## src/rtl/load_store_unit.sv

```systemverilog
// Memory-access stage: byte-addressed load/store requests to a word-addressed memory.
// Sub-word stores use read-modify-write because the memory has only a whole-word write enable.

module lsu_lane (
  input  logic       sel,
  input  logic [7:0] rbyte,
  input  logic [7:0] wbyte,
  output logic [7:0] mbyte
);
  assign mbyte = sel ? wbyte : rbyte;
endmodule

module load_store_unit #(
  parameter int MEM_AW     = 10,
  parameter int RD_LATENCY = 1
) (
  input  logic              clk,
  input  logic              rst_n,
  input  logic              req_valid,
  output logic              req_ready,
  input  logic [2:0]        req_op,
  input  logic [31:0]       req_addr,
  input  logic [31:0]       req_wdata,
  output logic [MEM_AW-1:0] mem_addr,
  output logic              mem_re,
  output logic              mem_we,
  output logic [31:0]       mem_wdata,
  input  logic [31:0]       mem_rdata,
  output logic              rsp_valid,
  output logic [31:0]       rsp_data,
  output logic              rsp_err
);
  localparam int NUM_LANES = 4;
  localparam int CW        = 3;

  localparam logic [2:0] OP_LB  = 3'd0;
  localparam logic [2:0] OP_LH  = 3'd1;
  localparam logic [2:0] OP_LW  = 3'd2;
  localparam logic [2:0] OP_LBU = 3'd3;
  localparam logic [2:0] OP_LHU = 3'd4;
  localparam logic [2:0] OP_SB  = 3'd5;
  localparam logic [2:0] OP_SH  = 3'd6;
  localparam logic [2:0] OP_SW  = 3'd7;

  typedef enum logic [2:0] {IDLE, READ, WAIT, WRITE, RESP} state_t;

  typedef struct packed {
    logic [2:0]  op;
    logic [1:0]  boff;
    logic [31:0] wdata;
  } req_t;

  state_t                 state, state_nxt;
  req_t                   req_q;
  logic [CW-1:0]          wcnt;
  logic [MEM_AW-1:0]      mem_addr_q;
  logic [31:0]            rdata_q, rsp_data_q, load_ext, wrep, merged;
  logic [NUM_LANES-1:0]   lane_sel;
  logic [7:0]             ld_byte;
  logic [15:0]            ld_half;
  logic                   rsp_err_q, accept, addr_err, wait_done, is_load, is_sub_store;

  assign accept       = req_valid && (state == IDLE);
  assign is_load      = (req_q.op <= OP_LHU);
  assign is_sub_store = (req_q.op == OP_SB) || (req_q.op == OP_SH);
  assign wait_done    = (wcnt == CW'(RD_LATENCY - 1));

  // Any address bit above the memory window is an out-of-range access.
  always_comb begin
    addr_err = (req_addr >> (MEM_AW + 2)) != 32'd0;
    case (req_op)
      OP_LH, OP_LHU, OP_SH: if (req_addr[0])            addr_err = 1'b1;
      OP_LW, OP_SW:         if (req_addr[1:0] != 2'b00) addr_err = 1'b1;
      default: ;
    endcase
  end

  always_ff @(posedge clk or negedge rst_n) begin
    if (!rst_n) state <= IDLE;
    else        state <= state_nxt;
  end

  always_comb begin
    state_nxt = state;
    case (state)
      IDLE:  if (accept) state_nxt = addr_err ? RESP : (req_op == OP_SW) ? WRITE : READ;
      READ:  state_nxt = WAIT;
      WAIT:  if (wait_done) state_nxt = is_sub_store ? WRITE : RESP;
      WRITE: state_nxt = RESP;
      RESP:  state_nxt = IDLE;
      default: state_nxt = IDLE;
    endcase
  end

  // Strobes decode straight from state so an async reset drops them at once.
  always_comb begin
    req_ready = 1'b0;
    mem_re    = 1'b0;
    mem_we    = 1'b0;
    mem_wdata = '0;
    rsp_valid = 1'b0;
    case (state)
      IDLE:  req_ready = 1'b1;
      READ:  mem_re    = 1'b1;
      WRITE: begin
        mem_we    = 1'b1;
        mem_wdata = merged;
      end
      RESP:  rsp_valid = 1'b1;
      default: ;
    endcase
  end

  always_comb begin
    case (req_q.boff)
      2'd0:    ld_byte = mem_rdata[7:0];
      2'd1:    ld_byte = mem_rdata[15:8];
      2'd2:    ld_byte = mem_rdata[23:16];
      default: ld_byte = mem_rdata[31:24];
    endcase
    ld_half = req_q.boff[1] ? mem_rdata[31:16] : mem_rdata[15:0];
    case (req_q.op)
      OP_LB:   load_ext = {{24{ld_byte[7]}}, ld_byte};
      OP_LBU:  load_ext = {24'd0, ld_byte};
      OP_LH:   load_ext = {{16{ld_half[15]}}, ld_half};
      OP_LHU:  load_ext = {16'd0, ld_half};
      OP_LW:   load_ext = mem_rdata;
      default: load_ext = '0;
    endcase
  end

  // Store data is replicated across lanes; lane_sel picks which lanes take it.
  always_comb begin
    wrep     = req_q.wdata;
    lane_sel = '1;
    case (req_q.op)
      OP_SB: begin
        wrep     = {4{req_q.wdata[7:0]}};
        lane_sel = 4'b0001 << req_q.boff;
      end
      OP_SH: begin
        wrep     = {2{req_q.wdata[15:0]}};
        lane_sel = req_q.boff[1] ? 4'b1100 : 4'b0011;
      end
      default: ;
    endcase
  end

  for (genvar k = 0; k < NUM_LANES; k++) begin : g_lane
    lsu_lane u_lane (
      .sel   (lane_sel[k]),
      .rbyte (rdata_q[8*k +: 8]),
      .wbyte (wrep[8*k +: 8]),
      .mbyte (merged[8*k +: 8])
    );
  end

  always_ff @(posedge clk or negedge rst_n) begin
    if (!rst_n) begin
      req_q      <= '0;
      mem_addr_q <= '0;
      wcnt       <= '0;
      rdata_q    <= '0;
      rsp_data_q <= '0;
      rsp_err_q  <= 1'b0;
    end else begin
      if (accept) begin
        req_q      <= {req_op, req_addr[1:0], req_wdata};
        mem_addr_q <= req_addr[MEM_AW+1:2];
        rsp_err_q  <= addr_err;
        rsp_data_q <= '0;
      end
      wcnt <= (state == WAIT && !wait_done) ? wcnt + 1'b1 : '0;
      if (state == WAIT && wait_done) begin
        rdata_q <= mem_rdata;
        if (is_load) rsp_data_q <= load_ext;
      end
    end
  end

  assign mem_addr = mem_addr_q;
  assign rsp_data = rsp_data_q;
  assign rsp_err  = rsp_err_q;

endmodule

```

## config.mk

```make
export PLATFORM = sky130hd
export DESIGN_NAME = load_store_unit
export DESIGN_NICKNAME = d
export VERILOG_FILES = /design/src/rtl/load_store_unit.sv
export SDC_FILE = /design/constraint.sdc
export NUM_CORES = 1
export LEC_CHECK = 0
export ABC_AREA = 1
export CORE_MARGIN = 2
export CORE_UTILIZATION = 50
export DETAILED_ROUTE_END_ITERATION = 10
export DONT_BUFFER_PORTS = 1
export PLACE_DENSITY_LB_ADDON = 0.08
export SLEW_MARGIN = 0
export SYNTH_ARGS = -nofsm -noshare
export SYNTH_HDL_FRONTEND = slang
export SYNTH_SLANG_ARGS = --single-unit
```

## constraint.sdc

```tcl
create_clock -name clk -period 3.1 [get_ports clk]
set_input_delay 0 -clock clk [delete_from_list [all_inputs] [get_ports clk]]
set_output_delay 0 -clock clk [all_outputs]
set_load 0.01 [all_outputs]
```

## Word-level counts from Yosys, hierarchy flattened

Cells that the tools add are included.

- $add $sub $neg: 1
- Order comparisons: 1
- Equal/unequal tests: 19
- Shift-type cells: 1
- Multiplexer cells: 28
- Reductions and logical operators: 14

Operators with widths:

| cell | count |
|---|---|
| $pmux W32 S5 | 1 |
| $mux W32 | 4 |
| $pmux W32 S2 | 1 |
| $mux W8 | 4 |
| $reduce_bool A32 Y1 | 1 |
| $pmux W8 S3 | 1 |
| $eq A3 B3 Y1 const B | 7 |
| $mux W16 | 1 |
| $eq A3 B2 Y1 const B | 5 |
| $mux W3 | 5 |
| $pmux W3 S4 | 1 |
| $eq A3 B1 Y1 const B | 3 |
| $logic_not A3 Y1 | 3 |
| $pmux W4 S2 | 1 |
| $mux W1 | 6 |
| $mux W4 | 1 |
| $ne A2 B2 Y1 const B | 2 |
| $shl A1 B2 Y4 const A | 1 |
| $add A3 B1 Y3 const B | 1 |
| $le A3 B3 Y1 const B | 1 |
| $logic_and A1 B1 Y1 | 3 |
| $reduce_or A3 Y1 | 1 |
| $eq A2 B1 Y1 const B | 1 |
| $eq A2 B2 Y1 const B | 1 |
| 8 further kinds | 8 |

- Register bits: 118
- Word-level logic and storage cells: 73

## Logic depth before layout (Yosys ltp)

Gate-level depths: netlist of run 1.

- Depth in word-level cells: 6
- Depth in mapped cells: 12
- Mapped depth without buffers: 11

## By module

A second synthesis of run 1 with hierarchy kept.

- Cell total of the unflattened synthesis: 943
- Area total of the unflattened synthesis: 6,492.5 µm²

Modules (own cells, without submodules):

| module | instances | cells an instance | area an instance (µm²) | sequential area each (µm²) |
|---|---|---|---|---|
| load_store_unit | 1 | 839 | 6,072.1 | 2,952.8 |
| lsu_lane | 4 | 26 | 105.1 | 0.0 |

## Worst setup path after synthesis of run 1

Ideal clock, no wire load.

- Path kind: reg-to-reg
- Start point: register state[0]
- End point: register rsp_data_q[23], in the netlist rsp_data[23]
- Setup time: 117 ps
- Arrival time: 1,393 ps
- Path slack: 1,591 ps
- Stages on the path, launching flop included: 7
- Buffers on the path: 2
- Path through: dfrtp_1 nor3_4 nand2_1 buf_2 clkbuf_1 nand3_1 nand2_1

- Cells in the longest elaborated chain, start to end: 5

Ends and longest elaborated chain:

| element | RTL line | source |
|---|---|---|
| start: declaration | 53 | `state_t state, state_nxt;` |
| start signal: assignment | 80 | `else state <= state_nxt;` |
| $logic_not A3 Y1 | 63 | `assign accept = req_valid && (state == IDLE);` |
| $logic_and A1 B1 Y1 | 63 |  |
| $mux W32 | 167 | `if (accept) begin` |
| $mux W32 | 176 | `if (is_load) rsp_data_q <= load_ext;` |
| $mux W32 (*) | 174 | `if (state == WAIT && wait_done) begin` |
| end signal: assignment | 176 |  |
| end: declaration | 57 | `logic [31:0] rdata_q, rsp_data_q, load_ext, wrep, merged;` |

Every way passes the cells marked *; elsewhere a longest branch is shown, timed or not.
A chain may end at the register's enable or synchronous reset.

## Worst setup path after layout of run 1

- Start point: register req_q[36] (netlist name)
- End point: output port mem_wdata[8]

- Cells in the longest elaborated chain, start to end: 4

Ends and longest elaborated chain:

| element | RTL line | source |
|---|---|---|
| start: declaration | 54 | `req_t req_q;` |
| start signal: assignment | 168 | `req_q <= {req_op, req_addr[1:0], req_wdata};` |
| $eq A3 B3 Y1 | 136 | `case (req_q.op)` |
| $pmux W32 S2 / $pmux W4 S2 (equally long branches) | 136 |  |
| $mux W8 (*) | 10 | `assign mbyte = sel ? wbyte : rbyte;` |
| $mux W32 (*) | 102 | `case (state)` |
| end: declaration | 27 | `output logic [31:0] mem_wdata,` |

Marks and branches as above.

==> results.md, run 1 <==
* Total detailed-routing wirelength at 19300 um
* Placed cell area at 6250 um^2
* First-pass GRT wire length at 29700 um
* Fin nets at 986
* Post-Syn Area at 6210 um^2
* Count of cell types in the netlist at 36
* Worst slack, placed at 0.848 ns
* Crit path kind: reg2out
* Reg2reg start: req_q[35]$_DFFE_PN0P_
* Sequential fraction of the synthesis area at 47.5%
* CP Launch Type: register
* RSZ-0062 raised after global routing: false
* Worst Skew at 0.00521 ns
* Number of port buffers at 0
* HPWL Detailed at 13400 um
* CTS tree: yes
* Ant diodes at 0
* Static Leak at 3.80 nW
* Syn Area/Cell at 7.61 um^2
* Arrival @ worst endpoint at 2.64 ns
* Iter 0 DRT Violations at 605
* Worst-path cell chain: nand3_2, nand2_4, o211ai_2, a31oi_1
* Insertion delay to the later sink of the worst-skew pair at 0.42 ns
* Area growth, synth to finish at 25.2%
* Worst hold margin at 0.0156 ns
* Core ar. at 12100 um^2
* Synth warnings at 0
* Critical Path Source: req_q[36]$_DFFE_PN0P_
* Slew of the pin with the lowest slew margin at 0.862 ns
* Die ar. at 13300 um^2
* Routed Antenna Nets at 0
* Final Cell Area at 7780 um^2
* # rows at 40
* CP max FO at 16
* Max Buffers Root-to-Sink at 2
* Endpoint, Worst Hold: rsp_data[6]$_DFF_PN0_
* CTS-repair resized insts at 0
* Peak Freq at 378 MHz
* Hold Crit Depth at 6
* Cell Pwr Density at 846 nW/um^2
* Final setup viols at 0
* DR pass1 iterations at 5
* Wire length per cell at 18.2 um
* Clock root buffer: clkbuf_16
* Post-Syn Nets at 921
* Via count at 5964
* Non-filler cells in the finished layout at 1063
* HP Class: in2reg
* R2R setup slack at 0.75 ns
* CTS buffer count at 17
* CP required at 3.10 ns
* Final worst path period share at 85.3%
* GRT overflow at 0
* Worst hold start: mem_rdata[22]
* Total GRT Usage at 29.5%
* X dimension of the die at 115 um
* R2R depth at 8
* Setup ws final at 0.455 ns
* Pins Over Slew Limit at 0
* Slowest cell on the critical path: dfrtp_1
* Peak supply drop at 402 uV
* Total power at 6.58 mW
* RR Endpoint: rsp_data[9]$_DFF_PN0_
* Initial antenna violation count at 0
* Largest net degree at the start of global routing at 119
* Util after Layout at 64.5%
* Minimum clock period at 2.64 ns
* Postcts setup bufs at 0
* Setup TNS at 0 ns
* CP peak stage delay at 0.72 ns
* CTS H-Tree Depth at 4
* Status: finished, final reports clean
* Vias per cell at 5.61
* Starting Density at 51.5%
* I/O pin count at 181
* Synth Instances at 817
* Die H at 115 um
* RePlAce Congestion at 0.864
* Cell total after placement at 946
* Clock slew seen by the registers of the worst setup and hold paths at 0.05 ns
* Final Hold Viols at 0
* Vias in the first global route at 5755
* Max_cap viols at 0
* Layout cells sized above 1 at 7.82%
* CP Capture Type: primary output
* Sink count of the clock tree at 118
* Post-route DRC at 0
* Flops & latches, synth at 118
* Normalized max-slew margin at 42.4%
-- flip-flops by register name, summed over array words and instances, names as in the netlist --
register and cells:
rdata_q 32, rsp_err 1, wcnt 3, mem_addr 10
rsp_data 32, state 3, req_q 37
-- kinds of logic after synthesis --
family	after synthesis	synth area share, %
compound gates	168	15.5
xor+xnor	1	0.141
flops	118	47.5
mux	7	1.27
simple gates	411	27.5
fa+ha+maj	2	0.403
buf+inv	110	7.67
-- cell usage after synthesis --
library cell / number / area (um^2)
nor2_2: 1 / 6.26
clkinv_1: 1 / 3.75
a22oi_1: 2 / 15.0
o211ai_2: 2 / 25.0
inv_1: 55 / 206
buf_4: 5 / 37.5
a31oi_1: 14 / 87.6
nand4_1: 18 / 113
nor3_2: 1 / 10.0
a21oi_2: 1 / 8.76
nand2_1: 308 / 1160
dfrtp_1: 118 / 2950
buf_2: 30 / 150
inv_2: 7 / 26.3
nand3_1: 35 / 175
buf_1: 1 / 3.75
a21oi_1: 18 / 90.1
nor2_4: 1 / 11.3
buf_6: 1 / 11.3
clkbuf_1: 10 / 37.5
o21ai_0: 87 / 435
nand2_4: 1 / 11.3
o21ai_2: 1 / 8.76
nand2_2: 2 / 12.5
xnor2_1: 1 / 8.76
o211ai_1: 26 / 195
ha_1: 2 / 25.0
o21a_1: 3 / 22.5
nor2_1: 33 / 124
o21ai_1: 12 / 60.1
o221ai_1: 2 / 17.5
mux2_2: 7 / 78.8
nand3_2: 4 / 40.0
nor3_4: 1 / 16.3
and2_0: 1 / 6.26
nor3_1: 5 / 25.0
-- report_power, final --
part | internal, mW | switching [mW] | leakage (nW)
registers | 1.88 | 0.428 | 1.49
clock network | 1.49 | 0.709 | 0.320
logic | 0.678 | 1.40 | 1.98
total | 4.05 | 2.53 | 3.80
-- cell type report --
class | count | area [um^2]
Sequential cell | 118 | 2950
Fill cell | 1083 | 4280
Clock inverter | 11 | 193
Timing Repair Buffer | 93 | 928
Inverter | 63 | 236
Tap cell | 168 | 210
Clock buffer | 21 | 470
Multi-Input combinational cell | 589 | 2790
-- how the worst max path moves through the flow --
stage / cells past startpoint / to / slack [ns]
2_1_floorplan: 6 / rsp_data[23]$_DFF_PN0_ / 1.59
3_3_place_gp: 8 / rsp_data[8]$_DFF_PN0_ / 0.93
3_5_place_dp: 8 / rsp_data[11]$_DFF_PN0_ / 0.85
4_1_cts: 8 / mem_wdata[16] / 0.51
5_1_grt: 5 / mem_wdata[22] / 0.29
6_report: 4 / mem_wdata[8] / 0.46
-- what timing repair did --
item | CTS | global route
setup endpoints to repair | 0 | 0
hold buffers | 85 | 0
endpoints found under the hold margin | 226 | 0
-- layout by cell type (no fill, tap or decap), types with 2 or more instances in the layout --
master	count
mux2_2	7
nand4_1	18
nand2_1	307
o21ai_0	87
a22oi_1	2
bufinv_16	5
clkbuf_16	17
o211ai_2	2
buf_4	8
clkbuf_8	3
clkinvlp_4	2
dfrtp_1	118
o21a_1	3
nor2_1	33
a31oi_1	14
inv_2	7
a21oi_1	18
inv_6	2
nand2_2	3
o221ai_1	2
nand3_2	4
inv_1	55
dlygate4sd3_1	84
nor3_1	5
clkinv_2	2
o211ai_1	26
nand3_1	35
o21ai_1	12
ha_1	2
-- worst max-delay path: cells and delay by family, from the launching register on --
kind | cells | cell delay (ns)
AO/OA/AOI/OAI | 2 | 0.82
flip-flops | 1 | 0.72
AND/OR/NAND/NOR | 2 | 0.68
-- per-layer routing --
metal	routed length (um)	GRT usage, %	share of wire [%]
met1	7880	37.8	41
met2	9470	48.8	49
met3	1540	7.22	8.0
met4	444	10.7	2.3
met5	0	0	0
Power figures use the tool's default switching activity.
==> run 2: changes to the inputs <==
--- a/config.mk
+++ b/config.mk
@@ -6,6 +6,7 @@
 export NUM_CORES = 1
 export LEC_CHECK = 0
 export ABC_AREA = 1
+export CORE_ASPECT_RATIO = 1.75
 export CORE_MARGIN = 2
 export CORE_UTILIZATION = 50
 export DETAILED_ROUTE_END_ITERATION = 10
==> run 2 against run 1 <==
The flow now finishes with violations (negative hold slack). Flip-flop and latch count did not move. Count of clock-buffer cells in the layout did not move. Register-to-register slack barely moved. Utilization fell by 0.72 points. Critical path depth rose by 4. Cell count barely moved. Clock skew rose by 0.0044 ns. Critical path type unchanged. Largest power group unchanged.
==> results.md, run 2 (synthesized netlist as in run 1, its figures left out) <==
* Status: complete, but fails checks
* Failing checks: negative hold slack
* Commonest non-fill, non-tap cell in the layout: nand2_1
* HP Class: in2reg
* Minimum clock period at 2.58 ns (-0.0674 ns)
* Seq. cell area at 2950 um^2 (unchanged)
* Worst Skew at 0.00966 ns (+0.00445 ns)
* Via count at 5982 (+0.30%)
* Hold Crit Depth at 4 (-2)
* Postcts setup bufs at 0 (unchanged)
* CTS buffer count at 17 (unchanged)
* RePlAce Congestion at 0.911 (+5.5%)
* # rows at 53 (+33%)
* Layout cells sized above 1 at 7.81% (-0.0087 points)
* Cell Pwr Density at 818 nW/um^2 (-3.3%)
* Wire length per cell at 18.5 um (+1.5%)
* Static Leak at 3.74 nW (-1.4%)
* Insertion delay to the later sink of the worst-skew pair at 0.42 ns (about the same)
* Worst hold start: mem_rdata[14]
* Max Buffers Root-to-Sink at 2 (unchanged)
* Clock root buffer: clkbuf_16
* RR Endpoint: rsp_data[0]$_DFF_PN0_
* Normalized max-slew margin at 42.6% (+0.15 points)
* Final setup viols at 0 (unchanged)
* Arrival @ worst endpoint at 2.58 ns (-0.06 ns)
* I/O pin count at 181 (unchanged)
* Starting Density at 51.5% (about the same)
* Pins Over Slew Limit at 0 (unchanged)
* Number of port buffers at 0 (unchanged)
* Cts hold-fix bufs at 85 (unchanged)
* Total GRT Usage at 29.9% (+0.43 points)
* R2R setup slack at 0.76 ns (about the same)
* Area of the multi-input gates at 2790 um^2 (unchanged)
* Biggest register: req_q
* CTS H-Tree Depth at 4 (unchanged)
* Final worst path period share at 83.1% (-2.2 points)
* Routed Antenna Nets at 0 (unchanged)
* Total power at 6.30 mW (-4.3%)
* Setup TNS at 0 ns (unchanged)
* CP Capture Type: primary output
* Peak Freq at 388 MHz (+2.6%)
* GRT overflow at 0 (unchanged)
* CP max FO at 20 (+4)
* X dimension of the die at 88.3 um (-24%)
* Most frequent cells in the layout: nand2_1 (307), dfrtp_1 (118), o21ai_0 (87)
* First-pass GRT wire length at 30300 um (+2.0%)
* Max reg flops at 37 (unchanged)
* Final Hold Viols at 1 (+1)
* Placed cell area at 6260 um^2 (+0.26%)
* Die ar. at 13400 um^2 (+0.27%)
* Vias in the first global route at 5832 (+1.3%)
* Total detailed-routing wirelength at 19600 um (+1.4%)
* Worst hold margin at -0.00114 ns (-0.0168 ns)
* HPWL Detailed at 13600 um (+1.4%)
* CP required at 3.10 ns (about the same)
* RSZ-0062 raised after global routing: false
* Reg2reg start: req_q[35]$_DFFE_PN0P_
* Iter 0 DRT Violations at 316 (-48%)
* Endpoint, Worst Hold: rsp_data[14]$_DFF_PN0_
* CTS tree: yes
* Final Cell Area at 7700 um^2 (-1.1%)
* Die H at 151 um (+31%)
* CTS-repair resized insts at 0 (unchanged)
* Sink count of the clock tree at 118 (unchanged)
* DR pass1 iterations at 5 (unchanged)
* Largest net degree at the start of global routing at 119 (unchanged)
* Slew of the pin with the lowest slew margin at 0.861 ns (-0.000990 ns)
* Crit path kind: reg2out
* Fin nets at 987 (+0.10%)
* Vias per cell at 5.63 (+0.40%)
* R2R depth at 6 (-2)
* Core ar. at 12100 um^2 (about the same)
* Post-route DRC at 0 (unchanged)
* Clock slew seen by the registers of the worst setup and hold paths at 0.06 ns (about the same)
* Initial antenna violation count at 1 (+1)
* CP Launch Type: register
* Max_cap viols at 0 (unchanged)
* Area growth, synth to finish at 23.8%
* Peak supply drop at 392 uV (-2.4%)
* Fill cell count at 1092 (+0.83%)
==> run 2: changes by cell type in the layout (fill, tap and decap cells not counted) <==
cell / before / now
buf_12: 0 / 1
bufinv_16: 5 / 1
clkbuf_1: 1 / 2
clkbuf_8: 3 / 2
clkinvlp_4: 2 / 7
diode_2: 0 / 1
inv_6: 2 / 1
==> run 2: critical path, stage by stage, from the launching register on <==
cell	delay, ns
dfrtp_1	0.68
inv_2	0.12
nand3_2	0.25
nand2_4	0.16
inv_2	0.32
nand2_1	0.16
nand4_1	0.12
o21ai_0	0.10
nor2_1	0.24
==> run 2: routing by layer <==
layer / up-vias / track usage (%) / part of all wire (%) / wire length [um]
met3: 61 / 6.28 / 6.8 / 1330
met2: 274 / 49.3 / 50 / 9850
li1: 2815 / - / - / -
met1: 2832 / 35.4 / 38 / 7440
met5: - / 0 / 0 / 0
met4: 0 / 17.7 / 5.1 / 996
==> run 2: cell type report <==
type,count,share of cell area (%)
repair buffers,94,12.3
clock buffers,21,5.98
diodes,1,0.0325
well taps,165,2.68
multi-input cells,589,36.2
clock inverters,11,1.32
flip-flops and latches,118,38.4
inverters,63,3.07
==> run 2: worst max path at each step <==
stage,slack (ns),from,end
finish,0.52,req_q[35]$_DFFE_PN0P_,mem_wdata[24]
global route,0.41,req_q[35]$_DFFE_PN0P_,mem_wdata[25]
CTS,0.58,req_q[35]$_DFFE_PN0P_,mem_wdata[22]
detailed placement,0.85,req_q[35]$_DFFE_PN0P_,rsp_data[0]$_DFF_PN0_
global placement,0.87,req_q[35]$_DFFE_PN0P_,rsp_data[0]$_DFF_PN0_
floorplan,1.59,state[0]$_DFFE_PN0P_,rsp_data[23]$_DFF_PN0_
==> run 2: metrics by stage <==
step | std cells | utilization (%) | setup slack, ns | hold slack, ns
final | 1062 | 63.8 | 0.523 | -0.00114
after global routing | 1062 | 63.8 | 0.408 | 0.0468
after CTS | 1061 | 63.7 | 0.581 | 0.00649
after detailed placement | 944 | 51.9 | 0.845 | -0.293
after global placement | 944 | 51.9 | 0.871 | -0.293
after floorplan | 817 | - | 1.59 | -0.296
==> run 2: power by group <==
group / internal (mW) / leakage [nW] / switching, mW / total (mW)
sequential: 1.88 / 1.49 / 0.372 / 2.25
combinational: 0.691 / 2.00 / 1.48 / 2.17
clock: 1.14 / 0.254 / 0.728 / 1.87
